[config.mk]
export PLATFORM = sky130hd
export DESIGN_NAME = execute_stage
export DESIGN_NICKNAME = d
export VERILOG_FILES = /design/src/rtl/ex_pkg.sv /design/src/rtl/ex_mul_seq.sv /design/src/rtl/execute_stage.sv
export SDC_FILE = /design/constraint.sdc
export NUM_CORES = 1
export LEC_CHECK = 0
export BUFFER_PORTS_ARGS = -buffer_cell sky130_fd_sc_hd__buf_2
export CORE_UTILIZATION = 25
export CTS_CLUSTER_DIAMETER = 80
export DETAILED_ROUTE_END_ITERATION = 10
export RECOVER_POWER = 50
export REMOVE_ABC_BUFFERS = 1
export SLEW_MARGIN = 20
export SYNTH_ARGS = -nofsm -noshare
export SYNTH_HDL_FRONTEND = slang
export SYNTH_HIERARCHICAL = 1
export SYNTH_SLANG_ARGS = --single-unit
[constraint.sdc]
create_clock -name clk -period 1.3 [get_ports clk]
set_clock_uncertainty 0.05 [all_clocks]
set_input_delay 0.26 -clock clk [delete_from_list [all_inputs] [get_ports clk]]
set_output_delay 0.26 -clock clk [all_outputs]
set_load 0.03 [all_outputs]
[src/rtl/ex_pkg.sv]
// rtl/ex_pkg.sv - shared constants and types for the EX stage
// Holds the datapath defaults, ALU op codes and the multiplier FSM state enum.
package ex_pkg;

    localparam int EX_DW = 16;
    localparam int EX_RW = 3;

    localparam logic [3:0] OP_ADD = 4'd0;
    localparam logic [3:0] OP_SUB = 4'd1;
    localparam logic [3:0] OP_AND = 4'd2;
    localparam logic [3:0] OP_OR  = 4'd3;
    localparam logic [3:0] OP_XOR = 4'd4;
    localparam logic [3:0] OP_NOT = 4'd5;
    localparam logic [3:0] OP_SHL = 4'd6;
    localparam logic [3:0] OP_SHR = 4'd7;
    localparam logic [3:0] OP_SRA = 4'd8;
    localparam logic [3:0] OP_PASS = 4'd9;
    localparam logic [3:0] OP_SLT = 4'd10;
    localparam logic [3:0] OP_MUL = 4'd11;

    typedef enum logic [1:0] {
        IDLE = 2'd0,
        BUSY = 2'd1,
        DONE = 2'd2
    } mul_state_t;

endpackage

[src/rtl/ex_mul_seq.sv]
// rtl/ex_mul_seq.sv - sequential shift-add multiplier (low DW bits of product)
// Ports: clk, reset (async active-low), start (request, honoured only in IDLE),
//        a/b operands (captured on start), busy (iterating), done (product valid
//        for one cycle), product.
// Sixteen iterations, one per cycle, then a single DONE cycle before IDLE.
module ex_mul_seq
    import ex_pkg::*;
#(
    parameter int DW = EX_DW
) (
    input  logic          clk,
    input  logic          reset,
    input  logic          start,
    input  logic [DW-1:0] a,
    input  logic [DW-1:0] b,
    output logic          busy,
    output logic          done,
    output logic [DW-1:0] product
);

    mul_state_t    state;
    mul_state_t    state_nx;
    logic [3:0]    count;
    logic [DW-1:0] acc;
    logic [DW-1:0] mcand;
    logic [DW-1:0] mplier;

    always_ff @(posedge clk or negedge reset) begin
        if (!reset) begin
            state <= IDLE;
        end else begin
            state <= state_nx;
        end
    end

    always_comb begin
        state_nx = state;
        case (state)
            IDLE:    if (start) state_nx = BUSY;
            BUSY:    if (count == 4'd15) state_nx = DONE;
            DONE:    state_nx = IDLE;
            default: state_nx = IDLE;
        endcase
    end

    // Multiplicand walks left while the multiplier walks right; only the low
    // DW bits are kept, which is all the pipeline needs.
    always_ff @(posedge clk or negedge reset) begin
        if (!reset) begin
            count  <= '0;
            acc    <= '0;
            mcand  <= '0;
            mplier <= '0;
        end else begin
            case (state)
                IDLE: begin
                    if (start) begin
                        count  <= '0;
                        acc    <= '0;
                        mcand  <= a;
                        mplier <= b;
                    end
                end
                BUSY: begin
                    if (mplier[0]) acc <= acc + mcand;
                    mcand  <= mcand << 1;
                    mplier <= mplier >> 1;
                    count  <= count + 4'd1;
                end
                default: ;
            endcase
        end
    end

    assign busy    = (state == BUSY);
    assign done    = (state == DONE);
    assign product = acc;

endmodule

[src/rtl/execute_stage.sv]
// rtl/execute_stage.sv - EX pipeline stage: ALU, optional multiplier, EX/MEM register
// Ports: clk, reset (async active-low); *_id decode-side operands and controls;
//        *_ex registered result (also memory address), store data, controls,
//        destination, valid and flags; stall_ex (combinational hold to decode).
// Build option: define EX_MUL_EN to include the sequential multiplier for op 11;
//        otherwise op 11 yields 0 in one cycle and stall_ex is tied low.
module execute_stage
    import ex_pkg::*;
#(
    parameter int DW = EX_DW,
    parameter int RW = EX_RW
) (
    input  logic          clk,
    input  logic          reset,
    input  logic          valid_id,
    input  logic [3:0]    alu_op_id,
    input  logic [DW-1:0] a_id,
    input  logic [DW-1:0] b_id,
    input  logic [DW-1:0] data_id,
    input  logic          mem_rw_id,
    input  logic          mem_en_id,
    input  logic          mem_mux_sel_id,
    input  logic          wb_en_id,
    input  logic [RW-1:0] rd_id,
    output logic [DW-1:0] ans_ex,
    output logic [DW-1:0] DM_data,
    output logic          mem_rw_ex,
    output logic          mem_en_ex,
    output logic          mem_mux_sel_ex,
    output logic          wb_en_ex,
    output logic [RW-1:0] rd_ex,
    output logic          valid_ex,
    output logic          zero_ex,
    output logic          carry_ex,
    output logic          ovf_ex,
    output logic          stall_ex
);

    logic [DW:0]   sum_ab;
    logic [DW:0]   dif_ab;
    logic [3:0]    shamt;
    logic [DW-1:0] alu_res;
    logic          alu_c;
    logic          alu_o;
    logic [DW-1:0] ex_res;
    logic          stall;

    assign sum_ab = {1'b0, a_id} + {1'b0, b_id};
    assign dif_ab = {1'b0, a_id} + {1'b0, ~b_id} + {{DW{1'b0}}, 1'b1};
    assign shamt  = b_id[3:0];

    always_comb begin
        alu_res = '0;
        alu_c   = 1'b0;
        alu_o   = 1'b0;
        case (alu_op_id)
            OP_ADD: begin
                alu_res = sum_ab[DW-1:0];
                alu_c   = sum_ab[DW];
                alu_o   = (a_id[DW-1] == b_id[DW-1]) && (sum_ab[DW-1] != a_id[DW-1]);
            end
            OP_SUB: begin
                alu_res = dif_ab[DW-1:0];
                alu_c   = dif_ab[DW];
                alu_o   = (a_id[DW-1] != b_id[DW-1]) && (dif_ab[DW-1] != a_id[DW-1]);
            end
            OP_AND:  alu_res = a_id & b_id;
            OP_OR:   alu_res = a_id | b_id;
            OP_XOR:  alu_res = a_id ^ b_id;
            OP_NOT:  alu_res = ~a_id;
            OP_SHL:  alu_res = a_id << shamt;
            OP_SHR:  alu_res = a_id >> shamt;
            OP_SRA:  alu_res = $signed(a_id) >>> shamt;
            OP_PASS: alu_res = b_id;
            OP_SLT:  alu_res = ($signed(a_id) < $signed(b_id)) ? {{(DW-1){1'b0}}, 1'b1} : '0;
            default: alu_res = '0;
        endcase
    end

`ifdef EX_MUL_EN
    logic          mul_req;
    logic          mul_busy;
    logic          mul_done;
    logic [DW-1:0] mul_product;

    assign mul_req = valid_id && (alu_op_id == OP_MUL);

    ex_mul_seq #(.DW(DW)) u_mul (
        .clk     (clk),
        .reset   (reset),
        .start   (mul_req),
        .a       (a_id),
        .b       (b_id),
        .busy    (mul_busy),
        .done    (mul_done),
        .product (mul_product)
    );

    // The MUL still held by decode during DONE is the one just completed, so
    // DONE does not raise stall and lets it retire with the product.
    assign stall  = reset && ((mul_req && !mul_busy && !mul_done) || mul_busy);
    assign ex_res = mul_done ? mul_product : alu_res;
`else
    assign stall  = 1'b0;
    assign ex_res = alu_res;
`endif

    assign stall_ex = stall;

    always_ff @(posedge clk or negedge reset) begin
        if (!reset) begin
            ans_ex         <= '0;
            DM_data        <= '0;
            mem_rw_ex      <= 1'b0;
            mem_en_ex      <= 1'b0;
            mem_mux_sel_ex <= 1'b0;
            wb_en_ex       <= 1'b0;
            rd_ex          <= '0;
            valid_ex       <= 1'b0;
            zero_ex        <= 1'b0;
            carry_ex       <= 1'b0;
            ovf_ex         <= 1'b0;
        end else if (stall || !valid_id) begin
            ans_ex         <= '0;
            DM_data        <= '0;
            mem_rw_ex      <= 1'b0;
            mem_en_ex      <= 1'b0;
            mem_mux_sel_ex <= 1'b0;
            wb_en_ex       <= 1'b0;
            rd_ex          <= '0;
            valid_ex       <= 1'b0;
            zero_ex        <= 1'b0;
            carry_ex       <= 1'b0;
            ovf_ex         <= 1'b0;
        end else begin
            ans_ex         <= ex_res;
            DM_data        <= data_id;
            mem_rw_ex      <= mem_rw_id;
            mem_en_ex      <= mem_en_id;
            mem_mux_sel_ex <= mem_mux_sel_id;
            wb_en_ex       <= wb_en_id;
            rd_ex          <= rd_id;
            valid_ex       <= 1'b1;
            zero_ex        <= (ex_res == '0);
            carry_ex       <= alu_c;
            ovf_ex         <= alu_o;
        end
    end

endmodule

# Yosys cells after proc, flatten, opt, wreduce, memory -nomap -nowiden
# Cells that the tools add are included.
classes:
  add_sub_neg: 3
  magnitude_cmp: 1
  eq_ne: 14
  shift: 3
  muxes: 15
  bitwise_logic: 5
  reduce_logical: 4
op_table:
  columns: ["cell", "count"]
  rows:
  - ["case mux 16 bit (11 select lines)", 1]
  - ["adder 16 x 16 -> 17 bit", 2]
  - ["two-way mux 16 bit", 2]
  - ["inverter 16 bit", 2]
  - ["adder 17 x 1 -> 17 bit, second input constant", 1]
  - ["bitwise AND 16 bit", 1]
  - ["equality test 4 x 3 -> 1 bit, second input constant", 4]
  - ["logical NOT 16 bit", 1]
  - ["< comparator 16 bit", 1]
  - ["bitwise OR 16 bit", 1]
  - ["left shift 16 x 4 -> 16 bit", 1]
  - [">> shifter 16 x 4 -> 16 bit", 1]
  - [">>> shifter 16 x 4 -> 16 bit", 1]
  - ["XOR 16 bit", 1]
  - ["equality test 4 bit, second input constant", 3]
  - ["two-way mux 1 bit", 9]
  - ["equality test 4 x 2 -> 1 bit, second input constant", 2]
  - ["equality test 4 x 1 -> 1 bit, second input constant", 1]
  - ["logical NOT 4 bit", 1]
  - ["case mux 1 bit (2 select lines)", 2]
  - ["two-way mux 3 bit", 1]
  - ["inequality test 1 bit", 3]
  - ["logical AND 1 bit", 2]
  - ["equality test 1 bit", 1]
totals:
  regBits: 43
  in_bits: 62
  elab_cells: 56

# Longest topological paths before layout
# Gate-level depths: netlist of run 1.
depth:
  depth_word: 7
  ltp_mapped: 14
  ltp_nobuf: 13

# Worst setup path after synthesis of run 1
# No wires, ideal clock.
synth_timing:
  kind: "input to register"
  startpoint: "in b_id[1]"
  endpoint: "reg zero_ex"
  setup_time_ns: 0.096
  arrival_ns: 3.180
  t_required_ns: 1.154
  path_slack_ns: -2.026
  stages: 14
  n_path_buf: 3
  cell_sequence: "buf_2 > inv_2 > buf_2 > buf_2 > ha_1 > or2_1 > a211oi_2 > o21ai_0 > a311o_1 > o31ai_1 > nor4b_1 > and4_1 > nand4_1 > nor4_2"
synth_via:
  elab_chain_len: 6
synth_rtl:
  columns: ["item", "line_no", "text"]
  rows:
  - ["start: declaration", "execute_stage.sv:18", "input logic [DW-1:0] b_id,"]
  - ["inverter 16 bit", "execute_stage.sv:49", "assign dif_ab = {1'b0, a_id} + {1'b0, ~b_id} + {{DW{1'b0}}, 1'b1};"]
  - ["adder 16 x 16 -> 17 bit", "execute_stage.sv:49", null]
  - ["adder 17 x 1 -> 17 bit", "execute_stage.sv:49", null]
  - ["case mux 16 bit (11 select lines) (*)", "execute_stage.sv:56", "case (alu_op_id)"]
  - ["logical NOT 16 bit (*)", "execute_stage.sv:144", "zero_ex <= (ex_res == '0);"]
  - ["two-way mux 1 bit (*)", "execute_stage.sv:123", "end else if (stall || !valid_id) begin"]
  - ["end signal: assignment", "execute_stage.sv:144", null]
  - ["end: declaration", "execute_stage.sv:33", "output logic zero_ex,"]
# Every way passes the cells marked *; elsewhere a longest branch is shown, timed or not.

# Worst setup path after layout of run 1
layout_timing:
  startpoint: "in a_id[0]"
  endpoint: "reg zero_ex"
layout_via:
  elab_chain_len: 5
layout_rtl:
  columns: ["item", "line_no", "text"]
  rows:
  - ["start: declaration", "execute_stage.sv:17", "input logic [DW-1:0] a_id,"]
  - ["adder 16 x 16 -> 17 bit / < comparator 16 bit (equally long branches)", "execute_stage.sv:49, execute_stage.sv:75", null]
  - ["adder 17 x 1 -> 17 bit / two-way mux 1 bit (equally long branches)", "execute_stage.sv:49, execute_stage.sv:75", null]
  - ["case mux 16 bit (11 select lines) (*)", "execute_stage.sv:56", null]
  - ["logical NOT 16 bit (*)", "execute_stage.sv:144", null]
  - ["two-way mux 1 bit (*)", "execute_stage.sv:123", null]
# Marks and branches as above.

==> results_dict.tcl, run 1 <==
set metrics [dict create \
    grt_pass1_vias 7787 \
    dieArea_mm2 0.0252 \
    critPathLaunchType "input port" \
    clk_pin_slew_worst_paths_ns 0.06 \
    synth_edf_count 0 \
    async_reset_ff_share_pct 100 \
    cap_viol_max_count 0 \
    clock_sinks 43 \
    cts_root_buffer "clkbuf_16" \
    initial_core_util_pct 25.4 \
    cts.path.max_buffers 2 \
    critPathCapture "zero_ex" \
    fin_nets 1293 \
    netlist_area_mm2 0.00615 \
    dp_cells 1446 \
    final_common_cell "buf_4" \
    cp.required_ns 1.44 \
    row_count 57 \
    nFillCells 2368 \
    syn_avg_cell_area_um2 7.91 \
    slew_headroom_pct 57.3 \
    grt_pass1_wl_um 43900 \
    gp_congestion 0.996 \
    grt_setup_unrepaired "true" \
    drtIter0Drc 811 \
    finalSetupViolCount 19 \
    track_usage_pct 22.2 \
    hold_viol 0 \
    violations "negative setup slack" \
    coreArea_mm2 0.0242 \
    wl_per_cell_um 19.5 \
    antennaDiodeCount 0 \
    startpoint "a_id[0]" \
    cts_made_buffers 5 \
    max_freq_mhz 356 \
    antenna_found_initial 0 \
    drive_gt1_share_pct 53.1 \
    hpwl_um 22800 \
    crit_top_cell "buf_4" \
    cts-htree-levels 2 \
    tightest_slew_ns 0.635 \
    crit_fanout 5 \
    ir_worst_vdd_mv 0.726 \
    hp-class "input port to flop" \
    p_leak_nw 4.95 \
    synthFlopType "dfrtp_1" \
    syn_to_final_growth_pct 73.0 \
    io_pins 106 \
    cp_slowest_stage_delay_ns 0.38 \
    wl_um 29300 \
    vias_per_cell 5.41 \
    portBuffers 104 \
    cp_num_buf_inv 4 \
    cpLargestDelayFamily "simple AND/OR/NAND/NOR gates" \
    ys_warn_count 6 \
    cts_tree "built" \
    grt.overflow.total 0 \
    crit_chain "buf_8 > buf_4 > ha_4 > fa_2 > a21oi_2 > buf_4 > o21bai_1 > xnor2_1 > o22ai_2 > nor4_2 > buf_4 > and3_1 > and4_1 > nand4_1 > nor4_2" \
    num_vias 8113 \
    crit_path_top_delay_cell "fa_2" \
    die_w_um 159 \
    cp.arrival_ns 2.95 \
    finalCritPeriodShare_pct 216 \
    path_class "input port to flop" \
    ys_seq_elements 43 \
    final_cell_mix "buf_4, buf_2, nand2_1" \
    dp_slack_ns -2.18 \
    die_h_um 159 \
    cp.depth 15 \
    power_density_mw_per_mm2 635 \
    end_kind "flop" \
    period_minus_slack_ns 2.81 \
    ant_nets 0 \
    holdWs_ns 0.144 \
    fin_ws_ns -1.51 \
    fin_cells 1500 \
    synthCells 778 \
    synth.distinct_cells 90 \
    ys_seq_area_share_pct 17.5 \
    grt_max_degree 44 \
    drtPass1Iterations 5 \
    drv_slew 0 \
    outcome "finished, violations left" \
    drc_errors 0 \
]
cell usage after synthesis (all sizes together), types with 10 or more instances:
library cell / number / area (um^2)
nor2: 68 / 255
nand2: 64 / 240
ha: 54 / 676
inv: 53 / 199
o21ai: 45 / 225
a21oi: 44 / 220
dfrtp: 43 / 1080
buf: 34 / 223
and2: 29 / 181
nand3: 24 / 120
clkbuf: 22 / 82.6
mux2i: 21 / 210
nor3: 19 / 95.1
nor2b: 17 / 106
a211oi: 15 / 118
mux4: 14 / 330
nand2b: 13 / 81.3
mux2: 12 / 139
o22ai: 12 / 75.1
nor4: 10 / 68.8
registers in the layout, summed over array words and instances, names as in the netlist:
| register | flops |
|---|---|
| DM_data | 16 |
| ans_ex | 16 |
| carry_ex | 1 |
| mem_en_ex | 1 |
| mem_mux_sel_ex | 1 |
| mem_rw_ex | 1 |
| ovf_ex | 1 |
| rd_ex | 3 |
| valid_ex | 1 |
| wb_en_ex | 1 |
| zero_ex | 1 |
final cells by class:
type                       count  area [um^2]  share of cell area [%]
timing repair buffer         446         3340                    31.4
multi-input combinational    625         5450                    51.2
clock inverter                 2         12.5                   0.118
clock buffer                   6          129                    1.21
tap                          324          405                    3.81
inverter                      54          228                    2.14
sequential                    43         1080                    10.1
cell families (layout without fill, tap and decap cells):
group / count (synthesis) / after routing / share of synthesized area (%)
AND/OR/NAND/NOR: 288 / 288 / 24.7
flip-flops: 43 / 43 / 17.5
buffers and inverters: 110 / 508 / 8.26
adder cells (fa/ha/maj): 56 / 56 / 11.6
XOR/XNOR: 2 / 2 / 0.285
multiplexers: 47 / 47 / 11.0
AO/OA/AOI/OAI: 231 / 231 / 26.6
other: 1 / 1 / 0.0610
timing repair:
action | in CTS | in global routing
gates cloned | 1 | 0
endpoints found under the setup margin | 19 | 19
pin swaps | 49 | 47
setup buffers | 35 | 16
hold endpoints to repair | 43 | 0
resized for setup | 167 | 107
hold buffers | 1 | 0
per-layer routing:
layer	vias up	global-route usage, %	part of all wire (%)
li1	3681	-	-
met1	3901	29.1	42
met2	447	34.5	45
met3	84	2.82	7.9
met4	0	13.5	5.7
met5	-	0	0
power by group:
part	internal, W	leakage [nW]	switching, W
clock network	0.000707	0.0669	0.000457
logic	0.00200	4.32	0.00215
registers	0.00143	0.559	0.0000204
total	0.00413	4.95	0.00263
worst min path at each step:
| stage | startpoint | endpoint | slack, ns | cells after the start |
|---|---|---|---|---|
| floorplan | reset | DM_data[0] | -0.09 | 0 |
| global placement | reset | DM_data[9] | 0.19 | 2 |
| detailed placement | reset | DM_data[9] | 0.19 | 2 |
| CTS | data_id[13] | DM_data[13] | 0.14 | 2 |
| global route | data_id[13] | DM_data[13] | 0.14 | 2 |
| finish | data_id[13] | DM_data[13] | 0.14 | 2 |
per-stage QoR:
stage	setup TNS (ns)	util (%)	total power, W	area, um^2
floorplan	-23.33	-	0.00293	5850
global placement	-29.57	37.3	0.00472	9040
detailed placement	-30.22	37.3	0.00474	9040
CTS	-19.65	41.7	0.00639	10100
global route	-21.88	43.9	0.00710	10600
finish	-20.40	43.9	0.00676	10600
Power figures use the tool's default switching activity.
==> inputs of run 2 (changes only) <==
--- a/config.mk
+++ b/config.mk
@@ -7,6 +7,7 @@
 export LEC_CHECK = 0
 export BUFFER_PORTS_ARGS = -buffer_cell sky130_fd_sc_hd__buf_2
 export CORE_UTILIZATION = 25
+export CTS_BUF_LIST = sky130_fd_sc_hd__clkbuf_8 sky130_fd_sc_hd__clkbuf_16
 export CTS_CLUSTER_DIAMETER = 80
 export DETAILED_ROUTE_END_ITERATION = 10
 export RECOVER_POWER = 50
==> constraint.sdc (replaced) <==
create_clock -name clk -period 1.3 [get_ports clk]
set_clock_uncertainty 0.05 [all_clocks]
set_input_delay 0.13 -clock clk [delete_from_list [all_inputs] [get_ports clk]]
set_output_delay 0.13 -clock clk [all_outputs]
set_load 0.03 [all_outputs]
==> run 2 against run 1 <==
Sequential power about the same. Wire length decreased by 2.1%. Core utilization decreased by 0.56 points. Sequential cell count unchanged. The run still ends with negative setup slack left. Combinational power decreased by 2%. First-iteration DRC count decreased by 12%. Via count decreased by 2.9%.
==> results_dict.tcl, run 2 (synthesis gave the netlist of run 1 again) <==
set metrics [dict create \
    grt_setup_unrepaired "true" \
    wl_um 28600 \
    finalCritPeriodShare_pct 201 \
    tightest_slew_ns 0.658 \
    antenna_found_initial 0 \
    cts-htree-levels 2 \
    clock_sinks 43 \
    outcome "finished, violations left" \
    cp_num_buf_inv 3 \
    drtPass1Iterations 5 \
    final_area_mm2 0.0105 \
    grt_pass1_vias 7509 \
    io_pins 106 \
    drtIter0Drc 712 \
    die_w_um 159 \
    holdWs_ns 0.0104 \
    track_usage_pct 21.9 \
    num_vias 7879 \
    portBuffers 104 \
    p_leak_nw 4.84 \
    fin_cells 1471 \
    hp-class "input port to flop" \
    wl_per_cell_um 19.5 \
    period_minus_slack_ns 2.61 \
    cp_slowest_stage_delay_ns 0.54 \
    top_regs "DM_data (16), ans_ex (16), rd_ex (3)" \
    hold_viol 0 \
    cpLargestDelayFamily "simple AND/OR/NAND/NOR gates" \
    power_w 0.00691 \
    crit_chain "buf_8 > buf_12 > buf_16 > mux4_2 > a22oi_2 > nor2_2 > a221oi_4 > and4b_2 > and4_1 > and4_1 > nand4_1 > nor4_2" \
    crit_top_cell "and4_1" \
    crit_fanout 7 \
    row_count 57 \
    coreArea_mm2 0.0242 \
    hpwl_um 22400 \
    nFillCells 2372 \
    fin_ws_ns -1.31 \
    end_kind "flop" \
    cts_made_buffers 5 \
    fin_nets 1264 \
    die_h_um 159 \
    power_density_mw_per_mm2 658 \
    violations "negative setup slack" \
    antennaDiodeCount 0 \
    cts_tree "built" \
    cp.required_ns 1.44 \
    grt.overflow.total 0 \
    initial_core_util_pct 25.4 \
    place_area_mm2 0.00897 \
    drv_slew 0 \
    cts.path.max_buffers 2 \
    critPathLaunchType "input port" \
    cap_viol_max_count 0 \
    cts_root_buffer "clkbuf_16" \
    dp_slack_ns -2.14 \
    drive_gt1_share_pct 52.2 \
    vias_per_cell 5.36 \
    gp_congestion 0.965 \
    final_common_cell "buf_4" \
    grt_max_degree 44 \
    dp_cells 1436 \
    syn_to_final_growth_pct 70.8 \
    ant_nets 0 \
    ir_worst_vdd_mv 0.916 \
    final_cell_mix "buf_4, buf_2, nand2_1" \
    dieArea_mm2 0.0252 \
    crit_path_top_delay_cell "mux4_2" \
    drc_errors 0 \
    path_class "input port to flop" \
    finalSetupViolCount 19 \
    clk_pin_slew_worst_paths_ns 0.06 \
    slew_headroom_pct 55.7 \
    cp.arrival_ns 2.75 \
    grt_pass1_wl_um 43100 \
    max_freq_mhz 383 \
]
==> run 2: cell types whose count changed in the layout (fill, tap and decap cells not counted), sizes merged, moves of 2 or more <==
cell    previous run  this run
buf              441       411
bufbuf             0         2
clkinv             1         3
inv               54        52
==> run 2: what timing repair did <==
item,in CTS,in global routing
buffers inserted,21,10
gates cloned,3,0
hold buffers,1,0
resized for setup,188,69
setup endpoints to repair,19,19
hold endpoints to repair,43,0
pin swaps,68,39
==> run 2: final timing paths <==
| check | end | slack [ns] | startpoint | depth (start not counted) |
|---|---|---|---|---|
| max | zero_ex | -1.31 | b_id[0] | 12 |
| min | DM_data[1] | 0.01 | data_id[1] | 2 |
| max in group asynchronous | ans_ex[6] | 0.39 | reset | 3 |
| min in group asynchronous | DM_data[9] | 0.44 | reset | 3 |
==> run 2: report_power, final <==
group	leakage [nW]	switching [W]	internal [W]
logic	4.19	0.00213	0.00192
clock network	0.0868	0.000459	0.000953
registers	0.559	0.0000197	0.00143
==> run 2: routing by layer <==
metal	GRT usage, %	routed length, um
met5	0	0
met4	13.5	1800
met3	3.58	2390
met2	33.2	12500
met1	29.0	12000
==> run 2: through the flow <==
stage	util, %	TNS [ns]
detailed placement	37.0	-28.49
global placement	37.0	-28.51
floorplan	-	-20.86
finish	43.3	-17.02
global route	43.3	-18.62
CTS	41.8	-17.01
==> run 2: cell type report <==
type	count	area (um^2)	share of cell area [%]
flip-flops and latches	43	1080	10.2
clock inverters	2	35.0	0.333
multi-input cells	625	5480	52.1
inverters	54	238	2.26
well taps	324	405	3.86
repair buffers	417	3140	29.9
clock buffers	6	139	1.32
